==> config.mk <==
export PLATFORM = sky130hd
export DESIGN_NAME = seq_ctrl_ws_flat
export DESIGN_NICKNAME = d
export VERILOG_FILES = /design/src/rtl/seq_ctrl_ws_pkg.sv /design/src/rtl/seq_ctrl_ws_if.sv /design/src/rtl/seq_ctrl_ws_decode.sv /design/src/rtl/seq_ctrl_ws.sv /design/src/flat_wrapper.sv
export SDC_FILE = /design/constraint.sdc
export NUM_CORES = 1
export LEC_CHECK = 0
export CORE_AREA = 2 2 39 41
export CTS_CLUSTER_SIZE = 25
export DETAILED_ROUTE_END_ITERATION = 7
export DIE_AREA = 0 0 41 43
export PLACE_DENSITY = 0.72
export REMOVE_ABC_BUFFERS = 1
export SKIP_CTS_REPAIR_TIMING = 1
export SLEW_MARGIN = 20
export SYNTH_ARGS = -nofsm -noshare
export SYNTH_HDL_FRONTEND = slang
export SYNTH_SLANG_ARGS = --single-unit
==> constraint.sdc <==
create_clock -name clk -period 1.66 [get_ports clk]
set_input_delay 0.415 -clock clk [delete_from_list [all_inputs] [get_ports clk]]
set_output_delay 0.415 -clock clk [all_outputs]
set_load 0.05 [all_outputs]
==> src/rtl/seq_ctrl_ws_pkg.sv <==
// Shared phase/opcode types and helpers for the VeriRisc sequence controller.
package seq_ctrl_pkg;

    typedef enum logic [2:0] {
        INST_ADDR  = 3'd0,
        INST_FETCH = 3'd1,
        INST_LOAD  = 3'd2,
        IDLE       = 3'd3,
        OP_ADDR    = 3'd4,
        OP_FETCH   = 3'd5,
        ALU_OP     = 3'd6,
        STORE      = 3'd7
    } phase_e;

    typedef enum logic [2:0] {
        OP_HLT = 3'd0,
        OP_SKZ = 3'd1,
        OP_ADD = 3'd2,
        OP_AND = 3'd3,
        OP_XOR = 3'd4,
        OP_LDA = 3'd5,
        OP_STO = 3'd6,
        OP_JMP = 3'd7
    } opcode_e;

    // Opcodes wider than this carry reserved encodings that run as NOP.
    localparam int unsigned STD_OPC_W  = 3;
    localparam int unsigned WAIT_CNT_W = 8;

    function automatic logic is_aluop(input opcode_e op);
        return (op == OP_ADD) || (op == OP_AND) || (op == OP_XOR) || (op == OP_LDA);
    endfunction

endpackage

==> src/rtl/seq_ctrl_ws_if.sv <==
// Controller <-> datapath bundle: IR/flag/memory inputs and the control strobes.
interface seq_ctrl_ws_if #(
    parameter int unsigned OPC_W = 3
);
    logic [OPC_W-1:0] opcode;
    logic             zero;
    logic             mem_rdy;
    logic             resume;

    logic             rd;
    logic             wr;
    logic             ld_ir;
    logic             ld_acc;
    logic             ld_pc;
    logic             inc_pc;
    logic             halt;
    logic             data_e;
    logic             sel;
    logic [2:0]       phase;
    logic             timeout;

    modport master (
        input  opcode, zero, mem_rdy, resume,
        output rd, wr, ld_ir, ld_acc, ld_pc, inc_pc, halt, data_e, sel, phase, timeout
    );

    modport slave (
        output opcode, zero, mem_rdy, resume,
        input  rd, wr, ld_ir, ld_acc, ld_pc, inc_pc, halt, data_e, sel, phase, timeout
    );
endinterface

==> src/rtl/seq_ctrl_ws_decode.sv <==
// Combinational strobe decode from phase, opcode, zero flag and first-cycle flag.
module seq_ctrl_decode
    import seq_ctrl_pkg::*;
#(
    parameter int unsigned OPC_W = 3
) (
    input  phase_e           phase_i,
    input  logic [OPC_W-1:0] opcode_i,
    input  logic             zero_i,
    input  logic             first_i,
    output logic             rd_o,
    output logic             wr_o,
    output logic             ld_ir_o,
    output logic             ld_acc_o,
    output logic             ld_pc_o,
    output logic             inc_pc_o,
    output logic             halt_o,
    output logic             data_e_o,
    output logic             sel_o
);

    logic    std_op;
    opcode_e op;
    logic    alu_op;
    logic    hlt_op;
    logic    skz_op;
    logic    sto_op;
    logic    jmp_op;

    always_comb begin
        std_op = ((opcode_i >> STD_OPC_W) == '0);
        op     = opcode_e'(opcode_i[STD_OPC_W-1:0]);
        alu_op = std_op && is_aluop(op);
        hlt_op = std_op && (op == OP_HLT);
        skz_op = std_op && (op == OP_SKZ);
        sto_op = std_op && (op == OP_STO);
        jmp_op = std_op && (op == OP_JMP);
    end

    always_comb begin
        rd_o     = 1'b0;
        wr_o     = 1'b0;
        ld_ir_o  = 1'b0;
        ld_acc_o = 1'b0;
        ld_pc_o  = 1'b0;
        inc_pc_o = 1'b0;
        halt_o   = 1'b0;
        data_e_o = 1'b0;
        sel_o    = 1'b0;
        case (phase_i)
            INST_ADDR: begin
                sel_o = 1'b1;
            end
            INST_FETCH: begin
                sel_o = 1'b1;
                rd_o  = 1'b1;
            end
            INST_LOAD, IDLE: begin
                sel_o   = 1'b1;
                rd_o    = 1'b1;
                ld_ir_o = 1'b1;
            end
            // Reserved opcodes still step the PC past themselves here.
            OP_ADDR: begin
                inc_pc_o = first_i;
                halt_o   = hlt_op;
            end
            OP_FETCH: begin
                rd_o = alu_op;
            end
            ALU_OP: begin
                rd_o     = alu_op;
                inc_pc_o = skz_op && zero_i;
                ld_pc_o  = jmp_op;
                data_e_o = sto_op;
            end
            STORE: begin
                rd_o     = alu_op;
                ld_acc_o = alu_op;
                ld_pc_o  = jmp_op;
                wr_o     = sto_op;
                data_e_o = sto_op;
            end
            default: ;
        endcase
    end

endmodule

==> src/rtl/seq_ctrl_ws.sv <==
// VeriRisc sequence controller with memory wait states, resumable halt and stall watchdog.
// Build macro SEQ_CTRL_WAIT_EN enables mem_rdy stalls and the watchdog.
//
// state      | meaning
// INST_ADDR  | drive PC onto address bus
// INST_FETCH | read instruction (memory phase)
// INST_LOAD  | load IR
// IDLE       | IR settle
// OP_ADDR    | step PC (first cycle); park here on HLT until resume
// OP_FETCH   | read operand (memory phase for ALU ops)
// ALU_OP     | execute / skip / jump
// STORE      | write back (memory phase for STO)
module seq_ctrl_ws
    import seq_ctrl_pkg::*;
#(
    parameter int unsigned OPC_W    = 3,
    parameter int unsigned MAX_WAIT = 15
) (
    input  logic          clk,
    input  logic          rst_n,
    seq_ctrl_ws_if.master bus
);

    phase_e phase_q, phase_d;
    logic   hold_q, hold_d;
    logic   advance;
    logic   wd_fire;

    logic   rd, wr, ld_ir, ld_acc, ld_pc, inc_pc, halt, data_e, sel;

`ifdef SEQ_CTRL_WAIT_EN
    localparam logic [WAIT_CNT_W-1:0] WAIT_LIMIT = WAIT_CNT_W'(MAX_WAIT);

    logic [WAIT_CNT_W-1:0] stall_cnt_q, stall_cnt_d;
    logic                  mem_phase;
`else
    logic unused_wait;
    assign unused_wait = bus.mem_rdy ^ (MAX_WAIT == 0);
`endif

    seq_ctrl_decode #(
        .OPC_W (OPC_W)
    ) u_decode (
        .phase_i  (phase_q),
        .opcode_i (bus.opcode),
        .zero_i   (bus.zero),
        .first_i  (!hold_q),
        .rd_o     (rd),
        .wr_o     (wr),
        .ld_ir_o  (ld_ir),
        .ld_acc_o (ld_acc),
        .ld_pc_o  (ld_pc),
        .inc_pc_o (inc_pc),
        .halt_o   (halt),
        .data_e_o (data_e),
        .sel_o    (sel)
    );

    always_ff @(posedge clk or negedge rst_n) begin
        if (!rst_n) begin
            phase_q     <= INST_ADDR;
            hold_q      <= 1'b0;
`ifdef SEQ_CTRL_WAIT_EN
            stall_cnt_q <= '0;
`endif
        end else begin
            phase_q     <= phase_d;
            hold_q      <= hold_d;
`ifdef SEQ_CTRL_WAIT_EN
            stall_cnt_q <= stall_cnt_d;
`endif
        end
    end

    always_comb begin
        advance = 1'b1;
        wd_fire = 1'b0;
`ifdef SEQ_CTRL_WAIT_EN
        mem_phase   = (phase_q == INST_FETCH) ||
                      ((phase_q == OP_FETCH) && rd) ||
                      ((phase_q == STORE) && wr);
        stall_cnt_d = stall_cnt_q;
        if ((phase_q == OP_ADDR) && halt) begin
            advance = bus.resume;
        end else if (mem_phase && !bus.mem_rdy) begin
            // Watchdog takes over the advance once the stall budget is spent.
            if (stall_cnt_q == WAIT_LIMIT) begin
                wd_fire = 1'b1;
            end else begin
                advance     = 1'b0;
                stall_cnt_d = stall_cnt_q + 1'b1;
            end
        end
        if (advance) begin
            stall_cnt_d = '0;
        end
`else
        if ((phase_q == OP_ADDR) && halt) begin
            advance = bus.resume;
        end
`endif
        phase_d = advance ? phase_e'(phase_q + 3'd1) : phase_q;
        hold_d  = !advance;
    end

    always_comb begin
        bus.rd      = rd;
        bus.wr      = wr;
        bus.ld_ir   = ld_ir;
        bus.ld_acc  = ld_acc;
        bus.ld_pc   = ld_pc;
        bus.inc_pc  = inc_pc;
        bus.halt    = halt;
        bus.data_e  = data_e;
        bus.sel     = sel;
        bus.phase   = phase_q;
        bus.timeout = wd_fire;
    end

endmodule

==> src/flat_wrapper.sv <==
// flat-port wrapper written by rule: the top's interface ports become plain ports
module seq_ctrl_ws_flat import seq_ctrl_pkg::*;
#(
    parameter int unsigned OPC_W    = 3,
    parameter int unsigned MAX_WAIT = 15
)
  (clk, rst_n, bus_opcode, bus_zero, bus_mem_rdy, bus_resume, bus_rd, bus_wr, bus_ld_ir, bus_ld_acc, bus_ld_pc, bus_inc_pc, bus_halt, bus_data_e, bus_sel, bus_phase, bus_timeout);
  seq_ctrl_ws_if #(.OPC_W(OPC_W)) bus_i ();
  input  logic clk;
  input  logic rst_n;
  input wire logic [$bits(bus_i.opcode)-1:0] bus_opcode;
  input wire logic [$bits(bus_i.zero)-1:0] bus_zero;
  input wire logic [$bits(bus_i.mem_rdy)-1:0] bus_mem_rdy;
  input wire logic [$bits(bus_i.resume)-1:0] bus_resume;
  output wire logic [$bits(bus_i.rd)-1:0] bus_rd;
  output wire logic [$bits(bus_i.wr)-1:0] bus_wr;
  output wire logic [$bits(bus_i.ld_ir)-1:0] bus_ld_ir;
  output wire logic [$bits(bus_i.ld_acc)-1:0] bus_ld_acc;
  output wire logic [$bits(bus_i.ld_pc)-1:0] bus_ld_pc;
  output wire logic [$bits(bus_i.inc_pc)-1:0] bus_inc_pc;
  output wire logic [$bits(bus_i.halt)-1:0] bus_halt;
  output wire logic [$bits(bus_i.data_e)-1:0] bus_data_e;
  output wire logic [$bits(bus_i.sel)-1:0] bus_sel;
  output wire logic [$bits(bus_i.phase)-1:0] bus_phase;
  output wire logic [$bits(bus_i.timeout)-1:0] bus_timeout;
  assign bus_i.opcode = bus_opcode;
  assign bus_i.zero = bus_zero;
  assign bus_i.mem_rdy = bus_mem_rdy;
  assign bus_i.resume = bus_resume;
  assign bus_rd = bus_i.rd;
  assign bus_wr = bus_i.wr;
  assign bus_ld_ir = bus_i.ld_ir;
  assign bus_ld_acc = bus_i.ld_acc;
  assign bus_ld_pc = bus_i.ld_pc;
  assign bus_inc_pc = bus_i.inc_pc;
  assign bus_halt = bus_i.halt;
  assign bus_data_e = bus_i.data_e;
  assign bus_sel = bus_i.sel;
  assign bus_phase = bus_i.phase;
  assign bus_timeout = bus_i.timeout;
  seq_ctrl_ws #(.OPC_W(OPC_W), .MAX_WAIT(MAX_WAIT)) u_core (.clk(clk), .rst_n(rst_n), .bus(bus_i));
endmodule
Word level (Yosys, flattened, before mapping)
Index checks and enable logic that the tools add are counted.

word-level totals
  input port bits = 8
  output and inout port bits = 13
  bits in registers = 4

operators by class
  reduce and logical (&&, ||, !) cells = 14
  add/sub/neg operators = 1
  equal/unequal tests = 14
  muxes and demuxes = 10

operator list
  cell                                                                    count
  3-bit equality test (second input constant)                             8
  3-bit by 2-bit equality test with 1-bit output (second input constant)  4
  1-bit two-way mux                                                       8
  3-bit by 1-bit equality test with 1-bit output (second input constant)  2
  3-bit zero test                                                         2
  3-bit OR reduction                                                      2
  1-bit one-hot mux with 2 select lines                                   2
  2-bit OR reduction                                                      2
  4-bit OR reduction                                                      1
  3-bit by 1-bit adder with 3-bit output (second input constant)          1
  1-bit logical OR                                                        3
  1-bit logical AND                                                       2
  1-bit zero test                                                         2

Longest topological paths before layout
Gate-level depths: netlist of run 1.

  depth after elaboration = 5
  mapped depth = 5

Modules after synthesis
A second synthesis of run 1 with hierarchy kept.

unflattened totals
  cells, all modules = 36
  area, all modules = 320.3 um^2

by module, submodules not included
  module           cells an instance  sequential area each (um^2)  times used  area an instance (um^2)
  seq_ctrl_ws      19                 100.1                        1           222.7
  seq_ctrl_decode  17                 0.0                          1           97.6

Worst setup path after synthesis of run 1
Ideal clock, no wire load.

  kind = register -> output
  start = register u_core.phase_q[1] (netlist: u_core.bus.phase[1])
  end = output port bus_rd
  setup slack = -869 ps
  required time = 1245 ps
  data arrival time = 2114 ps
  cell stages (with the launch flop) = 5
  path through = dfrtp_1 > inv_1 > ha_1 > nor2_1 > o21ai_0

on the way
  cells in the longest elaborated chain, start to end = 3
  elaborated cells on any way between the ends = 9
  classes of those cells = eq/ne (6); mux (1); reduce/logical (2)

RTL lines
  element                                            RTL line                  RTL
  start, declared                                    seq_ctrl_ws.sv:24         phase_e phase_q, phase_d;
  start signal, assigned                             seq_ctrl_ws.sv:67         phase_q <= phase_d;
  3-bit equality test, or another cell as far along  seq_ctrl_ws_decode.sv:50  case (phase_i)
  3-bit OR reduction (no line)                       n/a
  1-bit one-hot mux with 2 select lines (*)          seq_ctrl_ws_decode.sv:50
  end, declared                                      flat_wrapper.sv:15        output wire logic [$bits(bus_i.rd)-1:0] bus_rd;

Mark *: on every way between the ends. The rest lies on a longest branch, timed or not.

Final worst setup path of run 1
  start = register u_core.phase_q[0] (netlist: u_core.bus.phase[0])
  end = output port bus_inc_pc

on the way
  cells in the longest elaborated chain, start to end = 2
  elaborated cells on any way between the ends = 3
  classes of those cells = eq/ne (2); mux (1)

RTL lines
  element                                    RTL line                  RTL
  3-bit equality test                        seq_ctrl_ws_decode.sv:50
  1-bit one-hot mux with 2 select lines (*)  seq_ctrl_ws_decode.sv:50
  end, declared                              flat_wrapper.sv:20        output wire logic [$bits(bus_i.inc_pc)-1:0] bus_inc_pc;

Marked as above.

==> results.sh, run 1 <==
export IMPL_met1_usage_pct=17.0
export IMPL_numCtsBuffers=3
export IMPL_worst_hold_slack_ns=0.382
export IMPL_crit_path_end_kind="primary output"
export IMPL_routed_wl_um=1100
export IMPL_dr_pass1_iters=1
export IMPL_synth_edf_count=0
export IMPL_violations="negative setup slack"
export IMPL_worstPathMaxFanout=4
export IMPL_routedWlPerCell_um=11.8
export IMPL_fin_util_pct=66.5
export IMPL_tritoncts="built"
export IMPL_htree_levels=1
export IMPL_grt_overflow_total=0
export IMPL_die_x_um=41
export IMPL_nets=93
export IMPL_drt_iter0_markers=0
export IMPL_outcome="complete, but fails checks"
export IMPL_fin_crit_ns=1.93
export IMPL_synth_compound_area_share_pct=8.11
export IMPL_postSynthCellCount=40
export IMPL_rows=14
export IMPL_io_buffers=18
export IMPL_yosys_warnings=0
export IMPL_synth_top_area_share_pct=27.0
export IMPL_setup_violations=8
export IMPL_p_leak_nw=0.457
export IMPL_grt_pass1_wl_um=1610
export IMPL_design_core_area_um2=1380
export IMPL_hold_path_class="primary input to async pin"
export IMPL_gp_congestion=0.716
export IMPL_layout_setup_ws_ns=-0.271
export IMPL_die_y_um=43
export IMPL_clk_latency_ns=0.24
export IMPL_ff_latch_area_um2=104
export IMPL_dp_cells=86
export IMPL_antenna_found_initial=0
export IMPL_rsz0062_at_grt="yes"
export IMPL_grt_busiest_layer="met2"
export IMPL_synth_area_leader_cell="dfrtp_1"
export IMPL_synth_simple_gate_area_share_pct=28.7
export IMPL_synthAdderAreaFrac_pct=20.3
export IMPL_num_antenna_cells=0
export IMPL_period_share_pct=116
export IMPL_critPathRequiredTime_ns=1.24
export IMPL_r2r_slack_ns=0.21
export IMPL_finClkSkew_ns=0.00210
export IMPL_use_met2_pct=21.3
export IMPL_clock_path_buffers=2
export IMPL_cts_sinks=4
export IMPL_vias_per_cell=4.46
export IMPL_cts_reportedPaths_clkPinSlew_ns=0.04
export IMPL_instances_no_fill=93
export IMPL_maxSlewViolCount=0
export IMPL_synthesis_area_um2=370
export IMPL_cp_arrival_ns=1.52
export IMPL_synthMuxAreaShare_pct=4.05
export IMPL_timing_rr_start="u_core.bus.phase[2]"
export IMPL_yosysSeqAreaShare_pct=27.0
export IMPL_place_ws_ns=-0.384
export IMPL_vdd_drop_max_v=0.00154
export IMPL_dp_hpwl_um=810
export IMPL_drc=0
export IMPL_synth_cell_type_count=24
export IMPL_crit_type="register to primary output"
export IMPL_postSynth_asyncResetShare_pct=100
export IMPL_r2r_cells=5
export IMPL_start_kind="register"
export IMPL_synth_top_family_by_area="simple AND/OR/NAND/NOR gates"
export IMPL_fmax_mhz=518
export IMPL_grt_max_degree=9
export IMPL_hold_viol_final=0
export IMPL_syn2layout_area_growth_pct=149
export IMPL_slowest_delay_ns=0.44
export IMPL_power_density_nw_per_um2=2230
export IMPL_synth_avg_cell_area_um2=9.26
export IMPL_vias=415
export IMPL_track_usage_pct=14.3
export IMPL_ioPinCount=21
export IMPL_synth_xor_area_share_pct=4.73
export IMPL_multi_input_area_um2=323
export IMPL_ant_nets=0
export IMPL_drive_above_1_share_pct=67.5
export IMPL_drv_cap=0
export IMPL_die_area_um2=1760
export IMPL_grt_pass1_vias=396
export IMPL_root_buffer="clkbuf_4"
export IMPL_synth_ff_type="dfrtp_1"
export IMPL_gr_usage_met3_pct=2.09
export IMPL_path_cells="inv_2, ha_2, nand4_1, a21oi_2, buf_12"
export IMPL_ys_top_cells_by_area="dfrtp_1, ha_1, nand4b_4"
export IMPL_ys_seq_elements=4
export IMPL_rr_endpoint="u_core.bus.phase[1]"
export IMPL_fillers=101
export IMPL_cp_slowest_cell="dfrtp_2"
export IMPL_start_util_pct=26.8
registers in the layout (all words and copies together) (netlist names):
| signal | count |
|---|---|
| u_core.hold_q | 1 |
| u_core.bus.phase | 3 |
area by class of cell:
cell class,count,area share [%]
clock buffer,3,2.45
sequential,4,11.3
multi-input combinational,31,35.1
tap,16,2.17
timing repair buffer,35,47.4
inverter,4,1.63
logic make-up after synthesis:
family                   Yosys count
buffers and inverters              5
AO/OA/AOI/OAI                      5
multiplexers                       1
XOR/XNOR                           2
other                              1
adder cells (fa/ha/maj)            6
flip-flops                         4
AND/OR/NAND/NOR                   16
critical path, delay by kind of cell (launching register included):
family / cells / cell delay, ns
DFF: 1 / 0.44
and+or+nand+nor: 1 / 0.13
buffers and inverters: 2 / 0.27
adders and majority gates: 1 / 0.22
AOI/OAI and AO/OA: 1 / 0.22
layer usage:
layer  routed length [um]  vias to the layer above
met2                  624                       15
met5                    0                        -
met4                   37                        0
met3                   57                        4
met1                  376                      189
li1                     -                      207
where the power goes:
group | internal [mW] | total (mW) | switching [mW]
Combinational | 0.877 | 1.69 | 0.814
Sequential | 0.147 | 0.236 | 0.0885
Clock | 0.0810 | 0.123 | 0.0417
Total | 1.11 | 2.05 | 0.945
metrics by stage:
stage	area (um^2)	TNS (ns)	power [mW]
finish	921	-1.58	2.05
global route	921	-2.01	2.16
CTS	803	-2.38	1.79
detailed placement	781	-2.12	1.66
global placement	781	-1.98	1.65
floorplan	363	-4.27	0.883
worst max path at each step:
stage,endpoint,start,cells past startpoint,slack [ns]
global route,bus_inc_pc,u_core.bus.phase[0],5,-0.32
detailed placement,bus_inc_pc,bus_opcode[1],5,-0.38
global placement,bus_inc_pc,bus_opcode[1],5,-0.34
floorplan,bus_rd,u_core.bus.phase[1],4,-0.87
CTS,bus_inc_pc,bus_opcode[1],5,-0.39
finish,bus_inc_pc,u_core.bus.phase[0],5,-0.27
cell usage in the layout (no fill, tap or decap), types with 2 or more instances in the layout:
master and instances:
nor2_2 3, inv_2 2, o21ai_1 2, clkdlybuf4s50_1 4
buf_4 16, inv_1 2, buf_12 12, dfrtp_2 3
ha_4 3, ha_2 2, nand2_1 2, dlymetal6s2s_1 2
clkbuf_4 3
synth_stat cells, types with 2 or more instances:
cell type and count:
dfrtp_1 4, ha_1 6, nor2_1 3, nor3_1 2
inv_1 4, nand2_1 2, o21ai_0 2
Power figures use the tool's default switching activity.
==> inputs of run 2 (changes only) <==
CORE_AREA = 10 10 47 49   (was 2 2 39 41)
DIE_AREA = 0 0 57 59   (was 0 0 41 43)
==> run 2 against run 1 <==
Effect of this change:
- the run still ends with negative setup slack left
- final cell count down 1.1%
- sequential cell count unchanged
- sequential power about the same
- worst setup slack better by 0.040 ns
- non-clock buffer count down 1
- combinational power up 7%
- power up 4.9%
- routed wire length up 27%
- largest power group unchanged
- highest routed layer unchanged
==> results.sh, run 2 (synthesized netlist as in run 1, its figures left out) <==
export IMPL_fin_crit_ns=1.89
export IMPL_cp_arrival_ns=1.48
export IMPL_multi_input_area_um2=369
export IMPL_dr_pass1_iters=3
export IMPL_track_usage_pct=6.71
export IMPL_layout_setup_ws_ns=-0.231
export IMPL_path_cells="ha_2, ha_2, and4b_1, buf_12"
export IMPL_ant_nets=0
export IMPL_period_share_pct=114
export IMPL_fin_util_pct=69.1
export IMPL_critical_path_top_delay_family="flip-flops"
export IMPL_ioPinCount=21
export IMPL_io_buffers=18
export IMPL_final_common_cell="buf_4"
export IMPL_die_area_um2=3360
export IMPL_ff_latch_area_um2=104
export IMPL_drc=0
export IMPL_outcome="complete, but fails checks"
export IMPL_hold_viol_final=0
export IMPL_routed_wl_um=1400
export IMPL_rsz0062_at_grt="yes"
export IMPL_r2r_cells=7
export IMPL_power_density_nw_per_um2=2220
export IMPL_gp_congestion=0.763
export IMPL_crit_path_end_kind="primary output"
export IMPL_drv_cap=0
export IMPL_grt_max_degree=9
export IMPL_place_ws_ns=-0.350
export IMPL_violations="negative setup slack"
export IMPL_critPathRequiredTime_ns=1.24
export IMPL_cpMostUsedCell="ha_2"
export IMPL_rows=14
export IMPL_finClkSkew_ns=0.00229
export IMPL_vdd_drop_max_v=0.00167
export IMPL_crit_type="register to primary output"
export IMPL_hold_path_class="primary input to async pin"
export IMPL_setup_violations=7
export IMPL_cp_slowest_cell="dfrtp_2"
export IMPL_timing_rr_start="u_core.bus.phase[1]"
export IMPL_r2r_slack_ns=0.09
export IMPL_largest_register_ffs=3
export IMPL_fillers=99
export IMPL_numCtsBuffers=3
export IMPL_vias_per_cell=4.55
export IMPL_clock_path_buffers=2
export IMPL_maxSlewViolCount=0
export IMPL_vias=419
export IMPL_syn2layout_area_growth_pct=161
export IMPL_fmax_mhz=529
export IMPL_slowest_delay_ns=0.43
export IMPL_grt_overflow_total=0
export IMPL_path_buf_inv=1
export IMPL_drive_above_1_share_pct=72.4
export IMPL_drt_iter0_markers=2
export IMPL_start_util_pct=26.4
export IMPL_layout_common_cells="buf_4, buf_12"
export IMPL_clk_latency_ns=0.24
export IMPL_p_leak_nw=0.471
export IMPL_worstPathMaxFanout=4
export IMPL_antenna_found_initial=0
export IMPL_grt_pass1_wl_um=1750
export IMPL_rr_endpoint="u_core.bus.phase[1]"
export IMPL_grt_pass1_vias=439
export IMPL_cts_sinks=4
export IMPL_cts_reportedPaths_clkPinSlew_ns=0.04
export IMPL_routedWlPerCell_um=15.2
export IMPL_die_y_um=59
export IMPL_root_buffer="clkbuf_4"
export IMPL_die_x_um=57
export IMPL_num_antenna_cells=0
export IMPL_tritoncts="built"
export IMPL_start_kind="register"
export IMPL_nets=92
export IMPL_htree_levels=1
export IMPL_design_core_area_um2=1400
export IMPL_dp_hpwl_um=981
==> run 2: per-stage QoR <==
stage	hold slack (ns)	power (mW)	setup TNS (ns)	area, um^2	instances
floorplan	0.119	0.883	-4.27	363	39
global placement	0.626	1.64	-1.97	773	85
detailed placement	0.642	1.66	-2.04	773	85
CTS	0.389	1.79	-2.28	796	88
global route	0.398	2.27	-1.80	968	92
finish	0.390	2.15	-1.40	968	92
==> run 2: how the worst max path moves through the flow <==
stage / start / endpoint / slack, ns / depth (start not counted)
after floorplan: u_core.bus.phase[1] / bus_rd / -0.87 / 4
after global placement: bus_opcode[1] / bus_inc_pc / -0.34 / 5
final: u_core.bus.phase[0] / bus_wr / -0.23 / 4
after global routing: u_core.bus.phase[0] / bus_wr / -0.28 / 4
after CTS: u_core.bus.phase[0] / bus_rd / -0.37 / 6
after detailed placement: bus_opcode[1] / bus_inc_pc / -0.35 / 5
==> run 2: metal layers <==
layer  vias up  GRT usage (%)  routed length, um
li1        204              -                  -
met1       195           5.50                448
met2        17           10.9                750
met3         3           5.15                167
met4         0           5.03                 29
met5         -              0                  0
==> run 2: report_power, final <==
group	internal [mW]	switching (mW)
clock	0.0807	0.0385
sequential	0.147	0.0862
combinational	0.906	0.893
==> run 2: area by class of cell <==
cell class	instances	area share, %
flip-flops and latches	4	10.7
repair buffers	34	45.0
well taps	16	2.07
clock buffers	3	2.33
multi-input cells	31	38.1
inverters	4	1.81
==> run 2: worst reg2reg max path: stages (launching register included) <==
cell and delay [ns]:
dfrtp_2 0.44, inv_2 0.10, buf_6 0.11, ha_4 0.17, buf_6 0.11, buf_4 0.11, nand4b_4 0.11, mux2_4 0.31
